$ cat config.mk
export PLATFORM = sky130hd
export DESIGN_NAME = instr_fetch_stage
export DESIGN_NICKNAME = d
export VERILOG_FILES = /design/src/rtl/instr_fetch_stage.sv
export SDC_FILE = /design/constraint.sdc
export NUM_CORES = 1
export LEC_CHECK = 0
export ABC_CLOCK_PERIOD_IN_PS = 18700
export CELL_PAD_IN_SITES_DETAIL_PLACEMENT = 1
export CELL_PAD_IN_SITES_GLOBAL_PLACEMENT = 2
export CORE_ASPECT_RATIO = 1.25
export CORE_MARGIN = 2
export CORE_UTILIZATION = 34
export DETAILED_ROUTE_END_ITERATION = 8
export PLACE_DENSITY = 0.85
export SLEW_MARGIN = 20
export SYNTH_ARGS = -nofsm -noshare
export SYNTH_HDL_FRONTEND = slang
export SYNTH_SLANG_ARGS = --single-unit
$ cat constraint.sdc
create_clock -name Clk -period 18.7 [get_ports Clk]
set_input_delay 1.87 -clock Clk [delete_from_list [all_inputs] [get_ports Clk]]
set_output_delay 1.87 -clock Clk [all_outputs]
set_load 0.05 [all_outputs]
$ cat src/rtl/instr_fetch_stage.sv
// Fetch stage with IF/ID pipeline register: owns the PC and keeps a single request
// outstanding to instruction memory, honouring decode stalls and branch/jump redirects.
module instr_fetch_stage #(
  parameter logic [31:0] RESET_PC = 32'h0000_0000,
  parameter int          CNT_W    = 32
) (
  input  logic             Clk,
  input  logic             Reset,
  input  logic             Stall,
  input  logic             Redirect,
  input  logic [31:0]      RedirectPC,
  output logic             ImemReq,
  output logic [31:0]      ImemAddr,
  input  logic [31:0]      ImemRData,
  input  logic             ImemValid,
  output logic [31:0]      IfIdInstr,
  output logic [31:0]      IfIdPCPlus4,
  output logic             IfIdValid,
  output logic [CNT_W-1:0] InstrCount
);

  typedef enum logic [1:0] {
    S_IDLE,
    S_WAIT,
    S_HOLD
  } state_t;

  state_t             state_reg, state_next;
  logic [31:0]        pc_reg, pc_next;
  logic               kill_reg, kill_next;
  logic               req_reg, req_next;
  logic [31:0]        addr_reg, addr_next;
  logic [31:0]        instr_reg, instr_next;
  logic [31:0]        pc4_reg, pc4_next;
  logic               valid_reg, valid_next;
  logic [CNT_W-1:0]   count_reg, count_next;
  logic [31:0]        hold_reg, hold_next;

  logic [31:0] pc_plus4;
  logic [31:0] redirect_pc;
  logic        issue;
  logic        deliver;
  logic [31:0] deliver_word;

  assign pc_plus4    = pc_reg + 32'd4;
  assign redirect_pc = RedirectPC & 32'hFFFF_FFFC;

  always_ff @(posedge Clk or posedge Reset) begin
    if (Reset) begin
      state_reg <= S_IDLE;
      pc_reg    <= RESET_PC;
      kill_reg  <= 1'b0;
      req_reg   <= 1'b0;
      addr_reg  <= 32'd0;
      instr_reg <= 32'd0;
      pc4_reg   <= 32'd0;
      valid_reg <= 1'b0;
      count_reg <= '0;
      hold_reg  <= 32'd0;
    end else begin
      state_reg <= state_next;
      pc_reg    <= pc_next;
      kill_reg  <= kill_next;
      req_reg   <= req_next;
      addr_reg  <= addr_next;
      instr_reg <= instr_next;
      pc4_reg   <= pc4_next;
      valid_reg <= valid_next;
      count_reg <= count_next;
      hold_reg  <= hold_next;
    end
  end

  always_comb begin
    state_next   = state_reg;
    pc_next      = pc_reg;
    kill_next    = kill_reg;
    req_next     = 1'b0;
    addr_next    = addr_reg;
    instr_next   = instr_reg;
    pc4_next     = pc4_reg;
    valid_next   = valid_reg;
    count_next   = count_reg;
    hold_next    = hold_reg;
    issue        = 1'b0;
    deliver      = 1'b0;
    deliver_word = hold_reg;

    case (state_reg)
      S_IDLE: begin
        // IDLE doubles as the "request pending" state while decode is stalled.
        if (Redirect) begin
          pc_next    = redirect_pc;
          instr_next = 32'd0;
          valid_next = 1'b0;
          hold_next  = 32'd0;
          state_next = S_WAIT;
          issue      = 1'b1;
        end else if (!Stall) begin
          state_next = S_WAIT;
          issue      = 1'b1;
        end
      end

      S_WAIT: begin
        if (Redirect) begin
          pc_next    = redirect_pc;
          instr_next = 32'd0;
          valid_next = 1'b0;
          hold_next  = 32'd0;
          if (ImemValid) begin
            kill_next = 1'b0;
            issue     = 1'b1;
          end else begin
            kill_next = 1'b1;
          end
        end else if (ImemValid) begin
          if (kill_reg) begin
            // Squashed response: refetch the redirect target, deferring it under stall.
            kill_next = 1'b0;
            if (Stall) state_next = S_IDLE;
            else       issue      = 1'b1;
          end else if (Stall) begin
            hold_next  = ImemRData;
            state_next = S_HOLD;
          end else begin
            deliver      = 1'b1;
            deliver_word = ImemRData;
          end
        end
      end

      S_HOLD: begin
        if (Redirect) begin
          pc_next    = redirect_pc;
          instr_next = 32'd0;
          valid_next = 1'b0;
          hold_next  = 32'd0;
          state_next = S_WAIT;
          issue      = 1'b1;
        end else if (!Stall) begin
          deliver      = 1'b1;
          deliver_word = hold_reg;
        end
      end

      default: state_next = S_IDLE;
    endcase

    if (deliver) begin
      instr_next = deliver_word;
      pc4_next   = pc_plus4;
      valid_next = 1'b1;
      count_next = count_reg + CNT_W'(1);
      pc_next    = pc_plus4;
      state_next = S_WAIT;
      issue      = 1'b1;
    end

    // The request address is the PC being entered, so a redirect fetches its target at once.
    if (issue) begin
      req_next  = 1'b1;
      addr_next = pc_next;
    end
  end

  assign ImemReq     = req_reg;
  assign ImemAddr    = addr_reg;
  assign IfIdInstr   = instr_reg;
  assign IfIdPCPlus4 = pc4_reg;
  assign IfIdValid   = valid_reg;
  assign InstrCount  = count_reg;

endmodule
==> key figures <==
Worst hold path
  • WHS Path Cells: 2
  • Worst hold start: IfIdPCPlus4[3]
  • Min-Delay Endpoint: IfIdPCPlus4[3]
  • Hold Crit Class: reg2reg

Global route
  • First-pass GRT wire length: between 40000 and 50000 µm
  • GR Overflow Total: 0
  • Initial antenna violation count: 0
  • Total GRT Usage: 19.6%
  • Largest net degree at the start of global routing: 131
  • Vias in the first global route: 8187

CTS
  • TritonCTS Buffers: 17
  • Max clock buf depth: 2
  • Clock latency at the later pin of the worst-skew pair: between 0.4 and 0.5 ns
  • Clock sinks: a little under 200
  • Resized cells post-CTS: 0
  • Post-cts hold buffer count: 0
  • CTS tree: built
  • Post-CTS Setup Repair Bufs: 0
  • Clock-pin slew on the worst setup and hold paths: approximately 0.070 ns
  • Clock H-tree levels: 4
  • Root Buffer: clkbuf_16

Detailed routing
  • Drt pass-1 iters: 4
  • Routed wire length: 27500 µm
  • Residual DRC count: 0
  • Via-per-instance ratio: 5.22
  • Drt first-iter violations: approximately 270
  • Antenna-violating nets left: 0
  • Wire per inst: 18.5 µm
  • Vias after detailed routing: 7778

STA
  • Final Hold Viols: 0
  • Worst hold slack: 0.473 ns
  • Clk_skew: 0.0106 ns
  • Fin crit period: 4.69 ns
  • Slew Viols, Final: 0
  • Slew headroom: 34.9%
  • Setup repair after global routing missed its margin: no
  • Worst-margin pin slew: slightly below 1 ns
  • Final Setup Violations: 0
  • Max Freq: 0.213 GHz
  • Setup TNS: 0 ns
  • Crit share post-route: 25.1%

Critical path
  • Crit path launch type: primary input
  • Worst Setup End Kind: flop
  • CP peak stage delay: around 0.87 ns
  • Critical path type: in2reg
  • Buf/Inv on CP: 1
  • Worst R2R Path Depth: 5
  • R2r startpoint: state_reg[0]
  • R2R Path End: ImemAddr[16]
  • CP delay by family, top: simple AND/OR/NAND/NOR gates
  • CP arrival: ~5.0 ns
  • Crit-path slowest cell: nand2b_4
  • Register-to-register setup slack: 15.45 ns
  • CP cell instances: clkdlybuf4s50_1 > nand2b_4 > nand2_1 > o211a_1 > mux2_2
  • WP data required: 19.03 ns
  • CP max FO: 71

Logic synthesis
  • Syn avg cell area: 9.60 µm²
  • Area contributors post-synth: dfrtp_1, nand2_1, mux2_2
  • Post-synth EDFFs: 0
  • Synthesized area: a little over 9000 µm²
  • Yosys reg bits: between 150 and 200
  • Synth Instances: 972
  • Fraction of registers with async set/reset: 100%
  • Mapped Nets: 1048
  • Yosys cell types: 59
  • Top_reg_cell synth: dfrtp_1
  • Post-synthesis sequential area ratio: 52.8%
  • Area share of the largest cell type after synthesis: 52.8%
  • Yosys top cell by area: dfrtp_1
  • Warnings from Yosys: 0

Placed design
  • PortBufs: roughly 200
  • Global placement routability congestion: 0.774
  • Hpwl dp: ~19000 µm

Cells and area
  • NumNets Final: 1209
  • Share of cells above drive strength 1: 8.99%
  • Layout overhead on the synthesized area: 30.5%
  • N_diodes: 0
  • # fillers: 3019

Floorplanning
  • Die width: 152 µm
  • Core region area: 26900 µm²
  • Die span in y: between 150 and 200 µm
  • Die Area: 28800 µm²
  • Number of I/O pins: 199
  • Core Rows: 67
  • Initial Util: 34.7%

Outcome
  • Status: finished, final reports clean

Pwr
  • Switching part of the total: between 40% and 50%
  • Power Density: 150 nW/µm²
  • Part of the power in registers: about 36%
  • Leak: 5.07 nW
  • Clock power frac: 19.9%
  • Peak VDD IR: 0.0000625 V
  • Internal power: about 0.001 W
  • Logic pwr share: 44.4%
  • Total net switching power: 0.000795 W

Flow run
  • Max Cap Viol: 0
-- worst reg2reg max path: stages, from the launching register on --
cell	delay [ns]
dfrtp_1	0.39
ha_1	0.36
nand2b_4	0.83
nand2_1	0.82
o211a_1	0.48
mux2_2	0.26
-- power by group through the flow --
| stage | clock [W] | combinational [W] | sequential, W |
|---|---|---|---|
| floorplan | 0 | 0.000320 | 0.000871 |
| detailed placement | 0 | 0.000818 | 0.000660 |
| finish | 0.000362 | 0.000809 | 0.000651 |
| CTS | 0.000375 | 0.000821 | 0.000653 |
| global route | 0.000389 | 0.000870 | 0.000672 |
| global placement | 0 | 0.000805 | 0.000654 |
-- area by class of cell --
type	count	area [µm²]	area share (%)
flip-flops and latches	197	4930	40.5
multi-input cells	695	4150	34.0
repair buffers	207	2040	16.8
clock buffers	22	464	3.81
well taps	345	432	3.54
clock inverters	10	100	0.822
inverters	15	63.8	0.524
-- layer usage --
layer / global-route usage (%) / share of wire, %
met4: 4.89 / 1.4
met5: 0 / 0
met2: 34.1 / 51
met3: 5.29 / 5.5
met1: 24.1 / 43
-- kinds of logic after synthesis --
logic type / after synthesis / synth area share [%]
flip-flops: 197 / 52.8
multiplexers: 54 / 6.44
buffers and inverters: 80 / 3.42
AO/OA/AOI/OAI: 188 / 12.4
adder cells (fa/ha/maj): 7 / 0.938
XOR/XNOR: 56 / 5.26
AND/OR/NAND/NOR: 390 / 18.8
-- worst max-delay path by stage --
| stage | startpoint | endpoint | cells past startpoint |
|---|---|---|---|
| 2_1_floorplan | Reset | IfIdInstr[0] | 1 |
| 3_3_place_gp | Redirect | ImemAddr[16] | 5 |
| 3_5_place_dp | Redirect | ImemAddr[16] | 5 |
| 4_1_cts | Redirect | ImemAddr[16] | 5 |
| 5_1_grt | Redirect | ImemAddr[16] | 5 |
| 6_report | Redirect | ImemAddr[16] | 5 |
-- synth_stat cells (9+ instances only) --
cell type  count
nand2_1      216
dfrtp_1      197
o21ai_0      102
nor2_1        49
clkbuf_1      47
mux2_2        47
xnor2_1       33
nor3_1        31
nand3_1       24
xor2_1        23
nand4_1       16
a21oi_1       15
inv_1         14
nor4_1        13
buf_2         12
o31ai_1        9
-- cell usage in the layout, fill, tap and decap left out, drive strengths merged, types with 3 or more instances in the layout --
| cell type | instances |
|---|---|
| inv | 16 |
| o211ai | 6 |
| o31ai | 9 |
| clkdlybuf4s50 | 196 |
| a31oi | 4 |
| o32ai | 3 |
| o41ai | 3 |
| a21oi | 16 |
| nand4 | 17 |
| ha | 7 |
| and3 | 8 |
| and2 | 5 |
| and4 | 7 |
| clkinv | 7 |
| o21ai | 104 |
| nor2 | 49 |
| mux2i | 6 |
| xnor2 | 33 |
| clkbuf | 22 |
| or4 | 4 |
| o22ai | 7 |
| a211oi | 7 |
| mux2 | 48 |
| nor4 | 13 |
| nor3b | 3 |
| nor2b | 3 |
| nand2 | 216 |
| a311oi | 7 |
| nand3 | 24 |
| nand3b | 3 |
| o21bai | 4 |
| dfrtp | 197 |
| nor3 | 31 |
| buf | 11 |
| xor2 | 23 |
-- per-stage QoR --
stage | setup slack, ns | std cells | total power, W | area, µm² | util [%]
floorplan | 11.46 | 972 | 0.00119 | 9330 | -
finish | 14.01 | 1491 | 0.00182 | 12200 | 45.3
CTS | 14.02 | 1491 | 0.00185 | 12200 | 45.3
global route | 13.81 | 1491 | 0.00193 | 12200 | 45.3
detailed placement | 13.55 | 1459 | 0.00148 | 11600 | 43.2
global placement | 13.59 | 1459 | 0.00146 | 11600 | 43.2
No activity file was read; power rests on OpenSTA's default activity.
